[src/rtl/fetch_queue.sv]
// Instruction fetch queue: one outstanding imem request feeding a DEPTH-entry FIFO of {pc+4, inst}.
// Define FETCH_QUEUE_BYPASS_EN to present an ack into an empty queue on the outputs in the same cycle.
module fetch_queue #(
  parameter int unsigned       ADDR_W   = 32,
  parameter int unsigned       DATA_W   = 32,
  parameter int unsigned       DEPTH    = 4,
  parameter logic [ADDR_W-1:0] RESET_PC = '0
) (
  input  logic                       clk_i,
  input  logic                       rst_i,
  input  logic                       start_i,
  input  logic                       redirect_i,
  input  logic [ADDR_W-1:0]          redirect_pc_i,
  output logic                       imem_req_o,
  output logic [ADDR_W-1:0]          imem_addr_o,
  input  logic                       imem_ack_i,
  input  logic [DATA_W-1:0]          imem_data_i,
  output logic                       valid_o,
  output logic [DATA_W-1:0]          inst_o,
  output logic [ADDR_W-1:0]          pc_o,
  input  logic                       take_i,
  output logic [$clog2(DEPTH+1)-1:0] count_o
);

  localparam int unsigned PTR_W = $clog2(DEPTH);
  localparam int unsigned CNT_W = $clog2(DEPTH + 1);
  localparam logic [CNT_W-1:0] DEPTH_C = CNT_W'(DEPTH);

  logic [ADDR_W-1:0] mem_pc   [DEPTH];
  logic [DATA_W-1:0] mem_inst [DEPTH];

  logic              req_q, req_n, drop_q, drop_n;
  logic [ADDR_W-1:0] addr_q, addr_n, fetch_pc_q, fetch_pc_n;
  logic [PTR_W-1:0]  head_q, head_n, tail_q, tail_n;
  logic [CNT_W-1:0]  count_q, count_n;
  logic              valid_q, valid_n;
  logic [DATA_W-1:0] inst_q, inst_n;
  logic [ADDR_W-1:0] pc_q, pc_n;

  logic              ack_hit, ack_ok, bypass_c, bypass_take, push, pop, head_fresh;
  logic [ADDR_W-1:0] push_pc;

  // Next-state for request channel, queue pointers and registered head view
  always_comb begin
    ack_hit     = req_q && imem_ack_i;
    ack_ok      = ack_hit && !drop_q && !redirect_i;
    push_pc     = addr_q + ADDR_W'(4);
`ifdef FETCH_QUEUE_BYPASS_EN
    bypass_c    = ack_ok && (count_q == '0);
`else
    bypass_c    = 1'b0;
`endif
    bypass_take = bypass_c && take_i;
    pop         = take_i && valid_q && !redirect_i;
    push        = ack_ok && !bypass_take;

    head_n     = head_q;
    tail_n     = tail_q;
    count_n    = count_q;
    fetch_pc_n = fetch_pc_q;
    if (redirect_i) begin
      head_n     = '0;
      tail_n     = '0;
      count_n    = '0;
      fetch_pc_n = redirect_pc_i;
    end else begin
      if (pop)    head_n = head_q + PTR_W'(1);
      if (push)   tail_n = tail_q + PTR_W'(1);
      count_n = count_q + CNT_W'(push) - CNT_W'(pop);
      if (ack_ok) fetch_pc_n = fetch_pc_q + ADDR_W'(4);
    end

    // A request redirected away before its ack stays on the bus but is discarded
    drop_n = drop_q;
    req_n  = req_q;
    addr_n = addr_q;
    if (ack_hit) drop_n = 1'b0;
    if (redirect_i && req_q && !imem_ack_i) drop_n = 1'b1;
    if (!req_q || imem_ack_i) begin
      req_n = start_i && (count_n < DEPTH_C);
      if (req_n) addr_n = fetch_pc_n;
    end

    head_fresh = push && ((count_q - CNT_W'(pop)) == '0);
    valid_n    = 1'b0;
    inst_n     = '0;
    pc_n       = '0;
    if (count_n != '0) begin
      valid_n = 1'b1;
      if (head_fresh) begin
        inst_n = imem_data_i;
        pc_n   = push_pc;
      end else begin
        inst_n = mem_inst[head_n];
        pc_n   = mem_pc[head_n];
      end
    end
  end

  always_ff @(posedge clk_i or negedge rst_i) begin
    if (!rst_i) begin
      req_q      <= 1'b0;
      drop_q     <= 1'b0;
      addr_q     <= '0;
      fetch_pc_q <= RESET_PC;
      head_q     <= '0;
      tail_q     <= '0;
      count_q    <= '0;
      valid_q    <= 1'b0;
      inst_q     <= '0;
      pc_q       <= '0;
    end else begin
      req_q      <= req_n;
      drop_q     <= drop_n;
      addr_q     <= addr_n;
      fetch_pc_q <= fetch_pc_n;
      head_q     <= head_n;
      tail_q     <= tail_n;
      count_q    <= count_n;
      valid_q    <= valid_n;
      inst_q     <= inst_n;
      pc_q       <= pc_n;
    end
  end

  // Storage is not reset; entries are only read once written
  always_ff @(posedge clk_i) begin
    if (push) begin
      mem_pc[tail_q]   <= push_pc;
      mem_inst[tail_q] <= imem_data_i;
    end
  end

  assign imem_req_o  = req_q;
  assign imem_addr_o = addr_q;
  assign count_o     = count_q;
`ifdef FETCH_QUEUE_BYPASS_EN
  assign valid_o = valid_q | bypass_c;
  assign inst_o  = bypass_c ? imem_data_i : inst_q;
  assign pc_o    = bypass_c ? push_pc : pc_q;
`else
  assign valid_o = valid_q;
  assign inst_o  = inst_q;
  assign pc_o    = pc_q;
`endif

endmodule

[config.mk]
export PLATFORM = sky130hd
export DESIGN_NAME = fetch_queue
export DESIGN_NICKNAME = d
export VERILOG_FILES = /design/src/rtl/fetch_queue.sv
export SDC_FILE = /design/constraint.sdc
export NUM_CORES = 1
export LEC_CHECK = 0
export ABC_CLOCK_PERIOD_IN_PS = 3000
export CORE_MARGIN = 2
export CORE_UTILIZATION = 51
export CTS_BUF_LIST = sky130_fd_sc_hd__clkbuf_8 sky130_fd_sc_hd__clkbuf_16
export DETAILED_ROUTE_END_ITERATION = 6
export PLACE_DENSITY = 0.82
export SYNTH_ARGS = -nofsm -noshare
export SYNTH_HDL_FRONTEND = slang
export SYNTH_SLANG_ARGS = --single-unit
[constraint.sdc]
create_clock -name clk_i -period 3 [get_ports clk_i]
set_input_delay 0.3 -clock clk_i [delete_from_list [all_inputs] [get_ports clk_i]]
set_output_delay 0.3 -clock clk_i [all_outputs]
set_load 0.03 [all_outputs]
# [After elaboration in Yosys (flattened, before gate mapping)]
# Memory sizes are Yosys's and may differ from the RTL's.
# Index checks and enable logic that the tools add are counted.
[word_totals] elab_cells=55 regBits=138 latchBits=0 mem_count=2 output_inout_bits=101 ram_bits=256 in_bits=70 mem_bits_ro=0
[op_classes] div_mod_pow=0 shifts=0 muxes=16 n_lt_le_gt_ge=1 addsub=7 multipliers=0 n_eq_ne=0 n_reduce_logical=19 n_bitwise=0
[mem_list] memory="mem_inst" depth=4 word_bits=32 read_ports=1 rd_clocked_by_memory_dff=0 write_ports=1 line_no="30" text="logic [DATA_W-1:0] mem_inst [DEPTH];"
[mem_list] memory="mem_pc" depth=4 word_bits=32 read_ports=1 rd_clocked_by_memory_dff=0 write_ports=1 line_no="29" text="logic [ADDR_W-1:0] mem_pc [DEPTH];"
[op_table] cell="$mux 32" n=6
[op_table] cell="$add 32x3->32 const B" n=2
[op_table] cell="$logic_and 1x1->1" n=9
[op_table] cell="$mux 2" n=4
[op_table] cell="$sub 3x1->3" n=2
[op_table] cell="$mux 1" n=5
[op_table] cell="$add 2x1->2 const B" n=2
[op_table] cell="$logic_not 1->1" n=4
[op_table] cell="$reduce_bool 2->1" n=2
[op_table] cell="$add 3x1->3" n=1
[op_table] cell="$logic_not 3->1" n=1
[op_table] cell="$lt 3x3->1 const B" n=1
[op_table] cell="$mux 3" n=1
[op_table] cell="$reduce_bool 3->1" n=1
[op_table] cell="$reduce_and 2->1" n=1
[op_table] cell="$logic_or 1x1->1" n=1

# [Longest topological paths before layout]
[depth] word_depth=9 depth_mapped=14 mapped_depth_nobuf=10

# [Least setup slack after synthesis]
# No wires, ideal clock.
[synth_timing] path_type="reg-to-reg" from="register req_q (netlist: imem_req_o)" to="register addr_q[10] (netlist: imem_addr_o[10])" setup_time_ns=0.125 path_buffers=3 synth_period_minus_slack_ns=3.456 setup_slack_ns=-0.456 required_ns=2.875 stages_incl_launch_ff=11 arrival_ns=3.331 cell_sequence="dfrtp_1 -> and3b_2 -> clkbuf_1 -> or3_1 -> fa_1 -> xor3_2 -> o21ai_0 -> nor2b_1 -> clkbuf_1 -> clkbuf_1 -> mux2_2"
[synth_between] elab_chain_cells=9 elab_cells_between_ends=13 cone_classes="add/sub (2); order compare (1); mux (3); reduce/logical (7)"
[synth_rtl] element="from (decl)" line_no="32" text="logic req_q, req_n, drop_q, drop_n;"
[synth_rtl] element="from (signal assigned)" line_no="113" text="req_q <= req_n;"
[synth_rtl] element="$logic_and 1x1->1" line_no="45" text="ack_hit = req_q && imem_ack_i;"
[synth_rtl] element="$logic_and 1x1->1 (2 in a row)" line_no="46" text="ack_ok = ack_hit && !drop_q && !redirect_i;"
[synth_rtl] element="$add 3x1->3" line_no="69" text="count_n = count_q + CNT_W'(push) - CNT_W'(pop);"
[synth_rtl] element="$sub 3x1->3" line_no="69"
[synth_rtl] element="$mux 3" line_no="61" text="if (redirect_i) begin"
[synth_rtl] element="$lt 3x3->1" line_no="80" text="req_n = start_i && (count_n < DEPTH_C);"
[synth_rtl] element="$logic_and 1x1->1" line_no="80"
[synth_rtl] element="$reduce_and 2->1 (no line)"
[synth_rtl] element="to (signal assigned)" line_no="115" text="addr_q <= addr_n;"
[synth_rtl] element="to (decl)" line_no="33" text="logic [ADDR_W-1:0] addr_q, addr_n, fetch_pc_q, fetch_pc_n;"
# Parallel ways exist; a longest one is shown, timed or not.
# A chain may end at the register's enable or synchronous reset.

# [Final worst setup path]
[layout_timing] from="register drop_q" to="register pc_q[18] (netlist: pc_o[18])"
[layout_between] elab_chain_cells=8 elab_cells_between_ends=10 cone_classes="add/sub (2); mux (3); reduce/logical (5)"
[layout_rtl] element="from (decl)" line_no="32"
[layout_rtl] element="from (signal assigned)" line_no="114" text="drop_q <= drop_n;"
[layout_rtl] element="$logic_not 1->1 *" line_no="46"
[layout_rtl] element="$logic_and 1x1->1 * (2 in a row)" line_no="46"
[layout_rtl] element="$add 3x1->3" line_no="69"
[layout_rtl] element="$sub 3x1->3" line_no="69"
[layout_rtl] element="$mux 3" line_no="61"
[layout_rtl] element="$reduce_bool 3->1" line_no="88" text="if (count_n != '0) begin"
[layout_rtl] element="$mux 32 *" line_no="88"
[layout_rtl] element="via pc_n[18]" line_no="38" text="logic [ADDR_W-1:0] pc_q, pc_n;"
[layout_rtl] element="to (signal assigned)" line_no="122" text="pc_q <= pc_n;"
[layout_rtl] element="to (decl)" line_no="38"
# Mark *: on every way through the listed nets, which the timed path passes. The rest lies on a longest branch.

==> results_dict.tcl <==
set metrics [dict create \
    status "finished clean" \
    cp-startpoint "drop_q$_DFFE_PN0P_" \
    rsz0062_at_grt "false" \
    routed_via_density 5.98 \
    finalSetupViolations 0 \
    hold_path.class "in -> reg" \
    slowest_stage "dfrtp_1" \
    setup_ws_ns 0.211 \
    timing.fmax_mhz 359 \
    power.total_mw 17.2 \
    clock_skew_ns 0.0203 \
    postCtsSetupRepairBufs 0 \
    power_density_nw_per_um2 871 \
    place_congestion 0.885 \
    drt_iter0_drc 872 \
    rr_startpoint "drop_q$_DFFE_PN0P_" \
    gr-total-overflow 0 \
    core_sq_um 30400 \
    antenna_found_initial 1 \
    synthCells 929 \
    final_common_cell "edfxtp_1" \
    area_growth_pct 25.6 \
    via_count 9433 \
    synth_area_leaders "edfxtp_1 49%, dfrtp_1 22%, mux4_2 9.2%" \
    portBuffers 170 \
    tritoncts "done" \
    grt_pass1_wl_mm 56.6 \
    ctsHtreeMaxLevel 2 \
    drv_slew 0 \
    worst_ep_required_time_ns 3.46 \
    fin_crit_sh 0.930 \
    ios 171 \
    worst_pin_slew_ns 0.700 \
    drc 0 \
    hpwl_mm 23.1 \
    die_height_um 180 \
    holdWs_ns 0.256 \
    yosys_most_used_dff "edfxtp_1" \
    vdd_drop_max_mv 0.561 \
    path_cells "nand3b_1 -> xnor2_1 -> nor2_1 -> ha_1 -> fa_1 -> xor3_2 -> a21oi_1 -> and2_2 -> buf_12 -> a22o_1" \
    worst-path-buf-inv 1 \
    syn_area_per_cell_sq_um 16.9 \
    syn_nets 1007 \
    clk_pin_slew_worst_paths_ns 0.06 \
    synth-adder-area-share 0.00685 \
    max_stage_delay_ns 0.44 \
    synth.distinct_cells 55 \
    clockBufferDepth 3 \
    yosys.area_share.simple 0.0680 \
    synth-edff-count 256 \
    synth-xor-area-share 0.0295 \
    fillerInstances 2097 \
    netlist_area_sq_um 15700 \
    maxCapViolCount 0 \
    ys_async_sr_fraction 0.350 \
    synth_top_area_frac 0.489 \
    dpl_worst_slack_ns -0.175 \
    synth-compound-area-share 0.0612 \
    slew_headroom 0.532 \
    start_util 0.516 \
    grt_max_degree 62 \
    drive_above_1_share 0.195 \
    first_global_vias 9781 \
    ys_seq_area_frac 0.709 \
    worst-setup-path-type "reg -> reg" \
    worstPathArrival_ns 3.25 \
    clkLatencyLatePin_ns 0.53 \
    fp-row-count 64 \
    ys_ff_latch 394 \
    p_leak_nw 7.12 \
    postRouteWirelength_mm 36.2 \
    grt_use_total 0.225 \
    yosys.area.top_type "edfxtp_1" \
    post_drt_wl_per_cell_um 22.9 \
    numCtsBuffers 40 \
    ant_nets 0 \
    synth_top_family_by_area "multiplexers" \
    cp_max_fo 44 \
    final_cell_mix "256 x edfxtp_1, 168 x clkdlybuf4s50_1, 137 x dfrtp_1" \
    dieWidth_um 180 \
    yosys-mux-area-fraction 0.107 \
    crit_family "adder cells" \
    ctsRootBufferMaster "clkbuf_16" \
    finalCriticalPeriod_ns 2.79 \
    yosys_warnings 0 \
    final_hold_viol_count 0 \
    design.die.area_sq_um 32200 \
    worstHoldStart "redirect_i" \
    clkSinkCount 394 \
    firstDrtPassIters 6 \
    end_kind "register" \
    critPathLaunchType "register" \
    nNetsFinal 1227 \
]
## state kept, by name, indices dropped and copies added, names as in the netlist
signal,cells
count_o,3
drop_q,1
fetch_pc_q,32
head_q,2
imem_addr_o,32
imem_req_o,1
inst_o,32
mem_inst,128
mem_pc,128
pc_o,32
tail_q,2
valid_o,1
## per-stage QoR
step	utilization	cell area, sq um	TNS (ns)	instances
6_report	0.648	19700	0	1578
2_1_floorplan	-	15700	0	929
3_3_place_gp	0.602	18300	-1.44	1502
3_5_place_dp	0.602	18300	-9.81	1502
5_1_grt	0.648	19700	0	1577
4_1_cts	0.648	19700	0	1577
## logic make-up (layout without fill, tap and decap cells)
family                     count (synthesis)  in the layout
AOI/OAI and AO/OA                        124            124
xor gates and xnor gates                  51             51
adders and majority gates                  8              8
buffers and inverters                     60            312
DFF                                      394            394
muxes                                     86             86
other                                      0              1
and+or+nand+nor                          206            206
## worst register-to-register path: stages (launching register included)
cell and delay (ns):
dfrtp_1 0.44, nand3b_1 0.23, xnor2_1 0.17, nor2_1 0.06, ha_1 0.20, fa_1 0.37, xor3_2 0.27, a21oi_1 0.24
and2_2 0.23, buf_12 0.22, a22o_1 0.28
## Yosys cell counts (4+ instances only)
cell,count
mux2_2,20
a31o_2,4
nand2_1,66
nor3_1,12
nor4_1,9
clkbuf_8,4
buf_2,7
nand4_1,24
nand3_1,22
and3_1,12
o221ai_1,4
clkbuf_1,27
buf_1,8
xnor2_1,33
xor2_1,17
nor2b_1,5
o211ai_1,5
inv_1,11
a22o_1,64
o31ai_1,5
edfxtp_1,256
a21oi_1,10
o21ai_0,19
dfrtp_1,138
nor2_1,32
mux4_2,64
and4_1,4
ha_1,7
## path summary, 6_finish.rpt
check,slack [ns],depth (start not counted),to
setup reg to reg,0.21,10,pc_o[18]$_DFF_PN0_
hold reg to reg,0.50,1,fetch_pc_q[1]$_DFF_PN0_
hold / removal,0.26,2,fetch_pc_q[19]$_DFF_PN0_
min in group asynchronous,0.37,2,inst_o[12]$_DFF_PN0_
setup / recovery,0.21,10,pc_o[18]$_DFF_PN0_
max in group asynchronous,1.87,3,fetch_pc_q[17]$_DFF_PN0_
## where the power goes
part,switching [mW],leakage (nW),internal (mW)
Sequential,0.625,4.07,6.73
Clock,2.01,0.718,3.14
Combinational,2.61,2.33,2.05
## routing by layer
| metal | GRT usage | wire, um |
|---|---|---|
| met3 | 0.0395 | 2410 |
| met1 | 0.309 | 14800 |
| met4 | 0.0624 | 946 |
| met2 | 0.375 | 18000 |
| met5 | 0 | 0 |
## layout make-up
| type | count | area (sq um) | area share |
|---|---|---|---|
| diodes | 1 | 2.50 | 0.000127 |
| clock buffers | 52 | 1190 | 0.0603 |
| clock inverters | 22 | 219 | 0.0111 |
| inverters | 11 | 41.3 | 0.00209 |
| multi-input cells | 475 | 4330 | 0.220 |
| flip-flops and latches | 394 | 11100 | 0.565 |
| well taps | 396 | 495 | 0.0251 |
| repair buffers | 227 | 2300 | 0.117 |
## repair_timing
item                                    CTS  global route
hold buffers                              1             0
gates resized for setup                   0             1
endpoints found under the setup margin    0             1
endpoints found under the hold margin    57             0
Note: power is estimated with default switching activity, not from simulation.
